===== config.mk =====
export PLATFORM = sky130hd
export DESIGN_NAME = fir_output_decimator
export DESIGN_NICKNAME = d
export VERILOG_FILES = /design/src/rtl/fir_output_decimator.sv
export SDC_FILE = /design/constraint.sdc
export NUM_CORES = 1
export LEC_CHECK = 0
export ABC_CLOCK_PERIOD_IN_PS = 3580
export BUFFER_PORTS_ARGS = -buffer_cell sky130_fd_sc_hd__buf_4
export CAP_MARGIN = 0
export CORE_UTILIZATION = 60
export CTS_CLUSTER_DIAMETER = 50
export DETAILED_ROUTE_END_ITERATION = 16
export GPL_ROUTABILITY_DRIVEN = 0
export PLACE_DENSITY = 0.8
export SETUP_SLACK_MARGIN = 0.4
export SLEW_MARGIN = 20
export SYNTH_ARGS = -nofsm -noshare
export SYNTH_HDL_FRONTEND = slang
export SYNTH_SLANG_ARGS = --single-unit

===== constraint.sdc =====
create_clock -name i_clk -period 3.58 [get_ports i_clk]
set_input_delay 0.358 -clock i_clk [delete_from_list [all_inputs] [get_ports i_clk]]
set_output_delay 0.358 -clock i_clk [all_outputs]
set_load 0.01 [all_outputs]

===== src/rtl/fir_output_decimator.sv =====
// Output stage of a FIR filter: discards pipeline-fill samples, decimates,
// rounds and saturates the full-precision result, and buffers it in a show-ahead FIFO.
module fir_output_decimator #(
  parameter int IN_WIDTH    = 48,
  parameter int OUT_WIDTH   = 16,
  parameter int SHIFT       = 15,
  parameter int DECIM       = 4,
  parameter int FIFO_DEPTH  = 8,
  parameter int FILL_CYCLES = 64
) (
  input  logic                        i_clk,
  input  logic                        i_rst_n,
  input  logic signed [IN_WIDTH-1:0]  i_data,
  output logic signed [OUT_WIDTH-1:0] o_data,
  output logic                        o_valid,
  input  logic                        i_ready,
  output logic                        o_overflow,
  output logic                        o_sat,
  input  logic                        i_clr_ovf
);

  localparam int AW = $clog2(FIFO_DEPTH);
  localparam int PW = (DECIM > 1) ? $clog2(DECIM) : 1;
  localparam int CW = $clog2(FILL_CYCLES + 1);
  localparam int SW = IN_WIDTH + 1;

  localparam logic [CW-1:0] FILL_LAST  = CW'(FILL_CYCLES - 1);
  localparam logic [PW-1:0] DECIM_LAST = PW'(DECIM - 1);
  localparam logic signed [SW-1:0] RND_ADD =
    {{(SW-SHIFT){1'b0}}, 1'b1, {(SHIFT-1){1'b0}}};
  localparam logic signed [SW-1:0] SAT_MAX =
    {{(SW-OUT_WIDTH+1){1'b0}}, {(OUT_WIDTH-1){1'b1}}};
  localparam logic signed [SW-1:0] SAT_MIN =
    {{(SW-OUT_WIDTH+1){1'b1}}, {(OUT_WIDTH-1){1'b0}}};

  typedef enum logic {
    S_FILL = 1'b0,
    S_RUN  = 1'b1
  } state_t;

  state_t                 r_state;
  state_t                 w_state_nxt;
  logic                   w_keep;
  logic [CW-1:0]          r_fill_cnt;
  logic [PW-1:0]          r_phase;

  logic                   r_s1_valid;
  logic signed [SW-1:0]   r_s1_sum;
  logic signed [SW-1:0]   w_shifted;
  logic [OUT_WIDTH-1:0]   w_sat_data;
  logic                   w_sat_flag;
  logic                   r_s2_valid;
  logic [OUT_WIDTH-1:0]   r_s2_data;
  logic                   r_s2_sat;

  logic [OUT_WIDTH-1:0]   r_mem [FIFO_DEPTH];
  logic [AW:0]            r_wptr;
  logic [AW:0]            r_rptr;
  logic                   w_empty;
  logic                   w_full;
  logic                   w_pop;
  logic                   w_write;
  logic                   w_drop;
  logic                   r_ovf;
  logic                   r_sat;

  always_ff @(posedge i_clk or negedge i_rst_n) begin
    if (!i_rst_n) begin
      r_state <= S_FILL;
    end else begin
      r_state <= w_state_nxt;
    end
  end

  always_comb begin
    w_state_nxt = r_state;
    w_keep      = 1'b0;
    case (r_state)
      S_FILL: begin
        if (r_fill_cnt == FILL_LAST) begin
          w_state_nxt = S_RUN;
        end else begin
          w_state_nxt = S_FILL;
        end
      end
      S_RUN: begin
        w_state_nxt = S_RUN;
        w_keep      = (r_phase == {PW{1'b0}});
      end
      default: begin
        w_state_nxt = S_FILL;
      end
    endcase
  end

  // Fill counter only advances in FILL; the phase counter only in RUN, so the
  // first RUN sample lands on phase 0.
  always_ff @(posedge i_clk or negedge i_rst_n) begin
    if (!i_rst_n) begin
      r_fill_cnt <= {CW{1'b0}};
      r_phase    <= {PW{1'b0}};
    end else if (r_state == S_FILL) begin
      if (r_fill_cnt != FILL_LAST) begin
        r_fill_cnt <= r_fill_cnt + CW'(1);
      end
    end else if (r_phase == DECIM_LAST) begin
      r_phase <= {PW{1'b0}};
    end else begin
      r_phase <= r_phase + PW'(1);
    end
  end

  always_ff @(posedge i_clk or negedge i_rst_n) begin
    if (!i_rst_n) begin
      r_s1_valid <= 1'b0;
      r_s1_sum   <= {SW{1'b0}};
    end else begin
      r_s1_valid <= w_keep;
      if (w_keep) begin
        r_s1_sum <= {i_data[IN_WIDTH-1], i_data} + RND_ADD;
      end
    end
  end

  always_comb begin
    w_shifted  = r_s1_sum >>> SHIFT;
    w_sat_data = w_shifted[OUT_WIDTH-1:0];
    w_sat_flag = 1'b0;
    if (w_shifted > SAT_MAX) begin
      w_sat_data = SAT_MAX[OUT_WIDTH-1:0];
      w_sat_flag = 1'b1;
    end else if (w_shifted < SAT_MIN) begin
      w_sat_data = SAT_MIN[OUT_WIDTH-1:0];
      w_sat_flag = 1'b1;
    end else begin
      w_sat_flag = 1'b0;
    end
  end

  always_ff @(posedge i_clk or negedge i_rst_n) begin
    if (!i_rst_n) begin
      r_s2_valid <= 1'b0;
      r_s2_data  <= {OUT_WIDTH{1'b0}};
      r_s2_sat   <= 1'b0;
    end else begin
      r_s2_valid <= r_s1_valid;
      r_s2_data  <= w_sat_data;
      r_s2_sat   <= w_sat_flag;
    end
  end

  // Extra pointer MSB separates full from empty when the index bits match.
  assign w_empty = (r_wptr == r_rptr);
  assign w_full  = (r_wptr[AW] != r_rptr[AW]) && (r_wptr[AW-1:0] == r_rptr[AW-1:0]);
  assign w_pop   = !w_empty && i_ready;
  assign w_write = r_s2_valid && (!w_full || w_pop);
  assign w_drop  = r_s2_valid && w_full && !w_pop;

  always_ff @(posedge i_clk) begin
    if (w_write) begin
      r_mem[r_wptr[AW-1:0]] <= r_s2_data;
    end
  end

  always_ff @(posedge i_clk or negedge i_rst_n) begin
    if (!i_rst_n) begin
      r_wptr <= {(AW+1){1'b0}};
      r_rptr <= {(AW+1){1'b0}};
      r_ovf  <= 1'b0;
      r_sat  <= 1'b0;
    end else begin
      if (w_write) begin
        r_wptr <= r_wptr + (AW+1)'(1);
      end
      if (w_pop) begin
        r_rptr <= r_rptr + (AW+1)'(1);
      end
      if (w_drop) begin
        r_ovf <= 1'b1;
      end else if (i_clr_ovf) begin
        r_ovf <= 1'b0;
      end
      r_sat <= w_write && r_s2_sat;
    end
  end

  assign o_valid    = !w_empty;
  assign o_data     = w_empty ? {OUT_WIDTH{1'b0}} : r_mem[r_rptr[AW-1:0]];
  assign o_overflow = r_ovf;
  assign o_sat      = r_sat;

endmodule


======== Yosys cells after proc, flatten, opt, wreduce, memory -nomap -nowiden ========
Memories as Yosys holds them, arrays and structs flattened.
Cells that the tools add are included.
W data, S select, Z words.
word-level totals
  bits in registers ....................... 88
  latch bits .............................. 0
  bits in writable memories ............... 128
  ROM bits ................................ 0
  input port bits ......................... 52
  output and inout bits ................... 19
  word-level logic and storage cells ...... 53
  memories ................................ 1
cells by class
  add/subtract/negate cells ............... 5
  $mul .................................... 0
  divide/modulo/power cells ............... 0
  magnitude comparators ................... 2
  equal/unequal tests ..................... 6
  shift operators ......................... 0
  multiplexer cells ....................... 13
  bitwise operators ....................... 1
  reductions and logical operators ........ 13
memory list
  name   depth  width  read ports  clocked after Yosys merged registers in  write ports  line  RTL
  r_mem  8      16     1           0                                        1            56    logic [OUT_WIDTH-1:0] r_mem [FIFO_DEPTH];
operator list
  kind                      count
  $add A48 B16 Y49 const B  1
  $mux W16                  3
  $gt A34 B16 Y1 const B    1
  $lt A34 B16 Y1 const B    1
  $add A4 B1 Y4 const B     2
  $mux W1                   8
  $add A7 B1 Y7 const B     1
  $eq A7 B6 Y1 const B      1
  $ne A7 B6 Y1 const B      1
  $logic_and A1 B1 Y1       6
  $eq A4 B4 Y1              1
  $eq A3 B3 Y1              1
  $logic_not A1 Y1          3
  $add A2 B1 Y2 const B     1
  $eq A2 B2 Y1 const B      1
  $logic_not A2 Y1          1
  $mux W2                   1
  $pmux W1 S2               1
  $reduce_and A2 Y1         1
  $reduce_bool A2 Y1        1
  $logic_or A1 B1 Y1        1
  $ne A1 B1 Y1              1
  $not A1 Y1                1

======== Depth between registers and ports, before layout ========
  depth after elaboration ................. 7
  mapped depth ............................ 8
  mapped depth without buffers ............ 7

======== Least setup slack after synthesis ========
OpenSTA, ideal clock, no wires.
  kind .................................... flip-flop to flip-flop
  start point ............................. register r_wptr[0]
  end point ............................... memory r_mem[1][0] (enable)
  setup time .............................. 436 ps
  arrival time ............................ 2,786 ps
  data required time ...................... 3,144 ps
  slack ................................... 357 ps
  cell stages (with the launch flop) ...... 6
  buffers on the path ..................... 1
  period minus slack after synthesis ...... 3,223 ps
  cells stage by stage .................... dfrtp_1 clkbuf_1 xnor2_1 nand3_1 o21ai_2 nor4b_1
between the ends
  longest elaborated chain between the ends .. 7
  elaborated cells between the ends (all ways) .. 10
  classes of those cells .................. 2 x eq/ne; 2 x mux; 6 x reduce/logical
RTL lines
  what                                                            line      RTL
  start: declaration                                              57        logic [AW:0] r_wptr;
  start signal: assignment                                        167       r_wptr <= {(AW+1){1'b0}};
  start signal: assignment                                        173       r_wptr <= r_wptr + (AW+1)'(1);
  $eq A4 B4 Y1 / $eq A3 B3 Y1 (equally long branches)             153, 154
  $logic_not A1 Y1 / $logic_and A1 B1 Y1 (equally long branches)  155, 154
  $logic_and A1 B1 Y1 / $logic_not A1 Y1 (equally long branches)  155, 156
  $logic_or A1 B1 Y1                                              156       assign w_write = r_s2_valid && (!w_full || w_pop);
  $logic_and A1 B1 Y1                                             156
  $mux W1                                                         160       if (w_write) begin
  $mux W1 (not written as such)                                   161       r_mem[r_wptr[AW-1:0]] <= r_s2_data;
  end: declaration                                                56
Several ways; a longest one is shown, not always the timed one.

======== Final worst setup path ========
  start point ............................. register r_rptr[0]
  end point ............................... output port o_data[13]
between the ends
  longest elaborated chain between the ends .. 2
  elaborated cells between the ends (all ways) .. 3
  classes of those cells .................. 1 x eq/ne; 1 x mux; 1 x memory
RTL lines
  what                                                   line  RTL
  start: declaration                                     58    logic [AW:0] r_rptr;
  start signal: assignment                               168   r_rptr <= {(AW+1){1'b0}};
  start signal: assignment                               176   r_rptr <= r_rptr + (AW+1)'(1);
  $mem_v2 Z8 W16 / $eq A4 B4 Y1 (equally long branches)  -
  $mux W16 *                                             188   assign o_data = w_empty ? {OUT_WIDTH{1'b0}} : r_mem[r_rptr[AW-1:0]];
  end: declaration                                       14    output logic signed [OUT_WIDTH-1:0] o_data,
Mark *: on every way between the ends. The rest lies on a longest branch, timed or not.

==> metrics.md <==
| Metric | Value |
|---|---|
| Result of the run | `complete, but fails checks` |
| Violations in the final reports | `hold timing` |
| Total number of placement rows | `43` |
| DRT Pass-1 Iters | `5` |
| Count of antenna diodes in the layout | `0` |
| Clock tree skew after final layout | `roughly 19 ps` |
| Die span in y | `121.7 µm` |
| Maximum vdd drop | `roughly 0.00035 V` |
| Buffers on Ports | `56` |
| Longest Clk Path Bufs | `3` |
| Count of filler cells inserted in the layout | `901` |
| Endpoint of the worst-slack reg-to-reg timing path | `r_mem[3][0]` |
| Largest net degree at the start of global routing | `74` |
| Final standard cell count with taps included and fillers excluded | `847` |
| Violation count after the first detailed-route iteration | `321` |
| Element type at the critical path end | `primary output` |
| DRC errors left | `0` |
| Number of unique standard cell types used by synthesis | `48` |
| Final-report hold violation count | `3` |
| Number of warning messages in the yosys log | `0` |
| Power density over the cells | `543.6 nW/µm²` |
| Number of maximum-capacitance constraint violations | `0` |
| Startpoint of the worst register-to-register path | `r_wptr[2]` |
| Worst slack after detailed placement | `approximately 1200 ps` |
| Remaining Overflow, GRT | `0` |
| Vias in the first global route | `5328` |
| Seq/Total Area, Yosys | `65.98%` |
| EDFF count, synth | `128` |
| Arrival time of data at the critical path endpoint | `2560 ps` |
| Element type at the critical path start | `flop` |
| Residual antenna-violating net count after detailed routing | `0` |
| Most numerous cell in the Yosys netlist | `sky130_fd_sc_hd__edfxtp_1` |
| Synth Instances | `597` |
| Total of cells resized after clock tree synthesis | `0` |
| Synth Cell Area | `8594 µm²` |
| Via count | `5301` |
| Core Footprint | `13930 µm²` |
| Largest fanout on the critical path | `35` |
| Number of clock sinks seen by CTS | `201` |
| Worst-Skew Late Latency | `480 ps` |
| Register bit total from synthesis | `201` |
| Horiz. Die Dim | `121.7 µm` |
| Dpl hpwl | `roughly 10000 µm` |
| Die Area | `roughly 15000 µm²` |
| Max Freq | `roughly 340 MHz` |
| Share of synthesized flip-flops with an asynchronous set or reset | `36.32%` |
| Setup tns final | `0 ps` |
| Startpoint-to-endpoint class of the critical path | `flop to primary output` |
| Worst hold path type | `primary input to async pin` |
| RSZ-0062 raised after global routing | `no` |
| Syn nets | `655` |
| Antenna violations before repair | `0` |
| Period Utilization, post-route | `between 80 and 90%` |
| Number of cells on the worst reg-to-reg path | `4` |
| Total leakage power | `3.471 nW` |
| Hold-fix buffers, CTS | `0` |
| Total GRT Usage | `25.12%` |
| Fraction of layout cells with a size suffix above 1 | `22.79%` |
| Post-Synthesis Mean Instance Area | `14.40 µm²` |
| Fin worst setup slack | `between 600 and 700 ps` |
| Top cells by area in the synthesized netlist | `sky130_fd_sc_hd__edfxtp_1, sky130_fd_sc_hd__dfrtp_1, sky130_fd_sc_hd__mux4_2, sky130_fd_sc_hd__mux2i_1, sky130_fd_sc_hd__nor2_1` |
| Worst reg2reg setup slack | `about 1200 ps` |
| Final layout net count | `711` |
| Crit path time final | `2917 ps` |
| Clock-pin slew reported for the worst setup and hold paths after clock tree synthesis | `70 ps` |
| Relative area change from synthesis to final layout | `15.39%` |
| Number of max-slew violations in the final report | `0` |
| Fraction of post-synthesis cell area in the top cell type by area | `44.72%` |
| Number of setup buffers added after CTS | `0` |
| Wire length per cell after detailed routing | `20.72 µm` |
| Transition at the pin with the smallest max-transition slack | `about 1000 ps` |
| Total number of H-tree levels | `1` |
| Data required, critical path | `between 3000 and 4000 ps` |
| Number of vias per cell after detailed routing | `roughly 6.3` |
| Effective utilization at floorplan | `61.68%` |
| Detailed-route wire length | `17550 µm` |
| Leading register cell type out of synthesis | `sky130_fd_sc_hd__edfxtp_1` |
| Number of cells after detailed placement | `811` |
| Final Setup Violations | `0` |
| Cell type with the highest aggregate area in the netlist | `sky130_fd_sc_hd__edfxtp_1` |
| Root buffer cell | `sky130_fd_sc_hd__clkbuf_16` |
| Global-route wire length before repair | `about 28000 µm` |
| Tightest slew margin relative to the limit | `32.57%` |
| Synth cell count leaders | `sky130_fd_sc_hd__edfxtp_1, sky130_fd_sc_hd__dfrtp_1, sky130_fd_sc_hd__nor2_1` |
| Clock tree from TritonCTS | `done` |
| Worst Hold Margin | `-16.58 ps` |
| Number of buffers created by CTS | `20` |
| Total I/O pin count | `71` |
routing by layer:
layer	track usage, %	up-vias	wire [µm]
li1	-	2406	-
met1	31.99	2658	7140
met2	44.14	201	9161
met3	3.933	36	872
met4	8.333	0	372
met5	0	-	0
power breakdown:
| part | leakage (nW) | total (mW) | switching (mW) | internal (mW) |
|---|---|---|---|---|
| logic | 1.36 | 0.790 | 0.446 | 0.344 |
| clock network | 0.325 | 2.11 | 0.844 | 1.26 |
| registers | 1.78 | 2.49 | 0.0211 | 2.47 |
area by class of cell:
type / count / area [µm²] / share of cell area [%]
well taps: 180 / 225.2 / 2.271
flip-flops and latches: 201 / 5672 / 57.19
inverters: 34 / 127.6 / 1.287
multi-input cells: 328 / 2709 / 27.32
clock inverters: 10 / 108.9 / 1.098
clock buffers: 26 / 564.3 / 5.690
repair buffers: 68 / 510.5 / 5.148
worst max-delay path by stage:
stage	from	endpoint	slack (ps)
finish	r_rptr[0]	o_data[13]	660
floorplan	r_wptr[0]	r_mem[0][0]	550
CTS	r_rptr[0]	o_data[13]	630
detailed placement	r_wptr[2]	r_mem[3][7]	1160
global route	r_rptr[0]	o_data[13]	510
global placement	r_rptr[0]	o_data[5]	1230
metrics by stage:
step	utilization (%)	cell area (µm²)	total power, mW
floorplan	-	8601	3.075
detailed placement	66.34	9244	3.340
CTS	71.17	9917	5.421
global route	71.17	9917	5.552
global placement	66.34	9244	3.323
finish	71.17	9917	5.391
worst max-delay path, stage by stage (launching register included):
cell,delay (ps)
sky130_fd_sc_hd__dfrtp_2,370
sky130_fd_sc_hd__buf_4,550
sky130_fd_sc_hd__mux4_2,630
sky130_fd_sc_hd__mux2i_1,200
sky130_fd_sc_hd__nor2_1,100
sky130_fd_sc_hd__buf_4,200
flip-flops by register name (all words and copies together) (netlist names):
register / cells
r_fill_cnt: 7
o_overflow: 1
r_s2_valid: 1
r_phase: 2
r_s1_sum: 34
r_s1_valid: 1
r_s2_sat: 1
r_s2_data: 16
o_sat: 1
r_mem: 128
r_wptr: 4
r_state: 1
r_rptr: 4
cells by family (layout without fill, tap and decap cells):
family	count (synthesis)	in the layout	synth area share (%)
adders and majority gates	6	6	0.8735
xor gates and xnor gates	25	25	2.548
DFF	201	201	65.98
and+or+nand+nor	166	166	10.45
muxes	52	52	10.77
AOI/OAI and AO/OA	79	79	6.144
buffers and inverters	68	138	3.232
cells in the final DEF, fill, tap and decap left out, types with 3 or more instances in the layout:
| cell type | n |
|---|---|
| sky130_fd_sc_hd__mux2_2 | 4 |
| sky130_fd_sc_hd__o211ai_1 | 4 |
| sky130_fd_sc_hd__xnor2_1 | 13 |
| sky130_fd_sc_hd__and3_1 | 6 |
| sky130_fd_sc_hd__nor4_1 | 5 |
| sky130_fd_sc_hd__nor4_2 | 4 |
| sky130_fd_sc_hd__edfxtp_1 | 128 |
| sky130_fd_sc_hd__o21ai_0 | 15 |
| sky130_fd_sc_hd__or3_1 | 6 |
| sky130_fd_sc_hd__and4_1 | 4 |
| sky130_fd_sc_hd__nor3_1 | 4 |
| sky130_fd_sc_hd__a31oi_1 | 18 |
| sky130_fd_sc_hd__inv_1 | 34 |
| sky130_fd_sc_hd__nor2_1 | 42 |
| sky130_fd_sc_hd__o31ai_1 | 14 |
| sky130_fd_sc_hd__a21oi_1 | 15 |
| sky130_fd_sc_hd__ha_1 | 6 |
| sky130_fd_sc_hd__mux2i_1 | 16 |
| sky130_fd_sc_hd__or4_1 | 19 |
| sky130_fd_sc_hd__mux4_2 | 32 |
| sky130_fd_sc_hd__clkbuf_1 | 3 |
| sky130_fd_sc_hd__a41oi_1 | 3 |
| sky130_fd_sc_hd__nand3_1 | 14 |
| sky130_fd_sc_hd__xor2_1 | 12 |
| sky130_fd_sc_hd__dfrtp_1 | 72 |
| sky130_fd_sc_hd__nand4_1 | 18 |
| sky130_fd_sc_hd__clkbuf_16 | 21 |
| sky130_fd_sc_hd__nand2_1 | 30 |
| sky130_fd_sc_hd__buf_4 | 68 |
No activity file was read; power rests on OpenSTA's default activity.
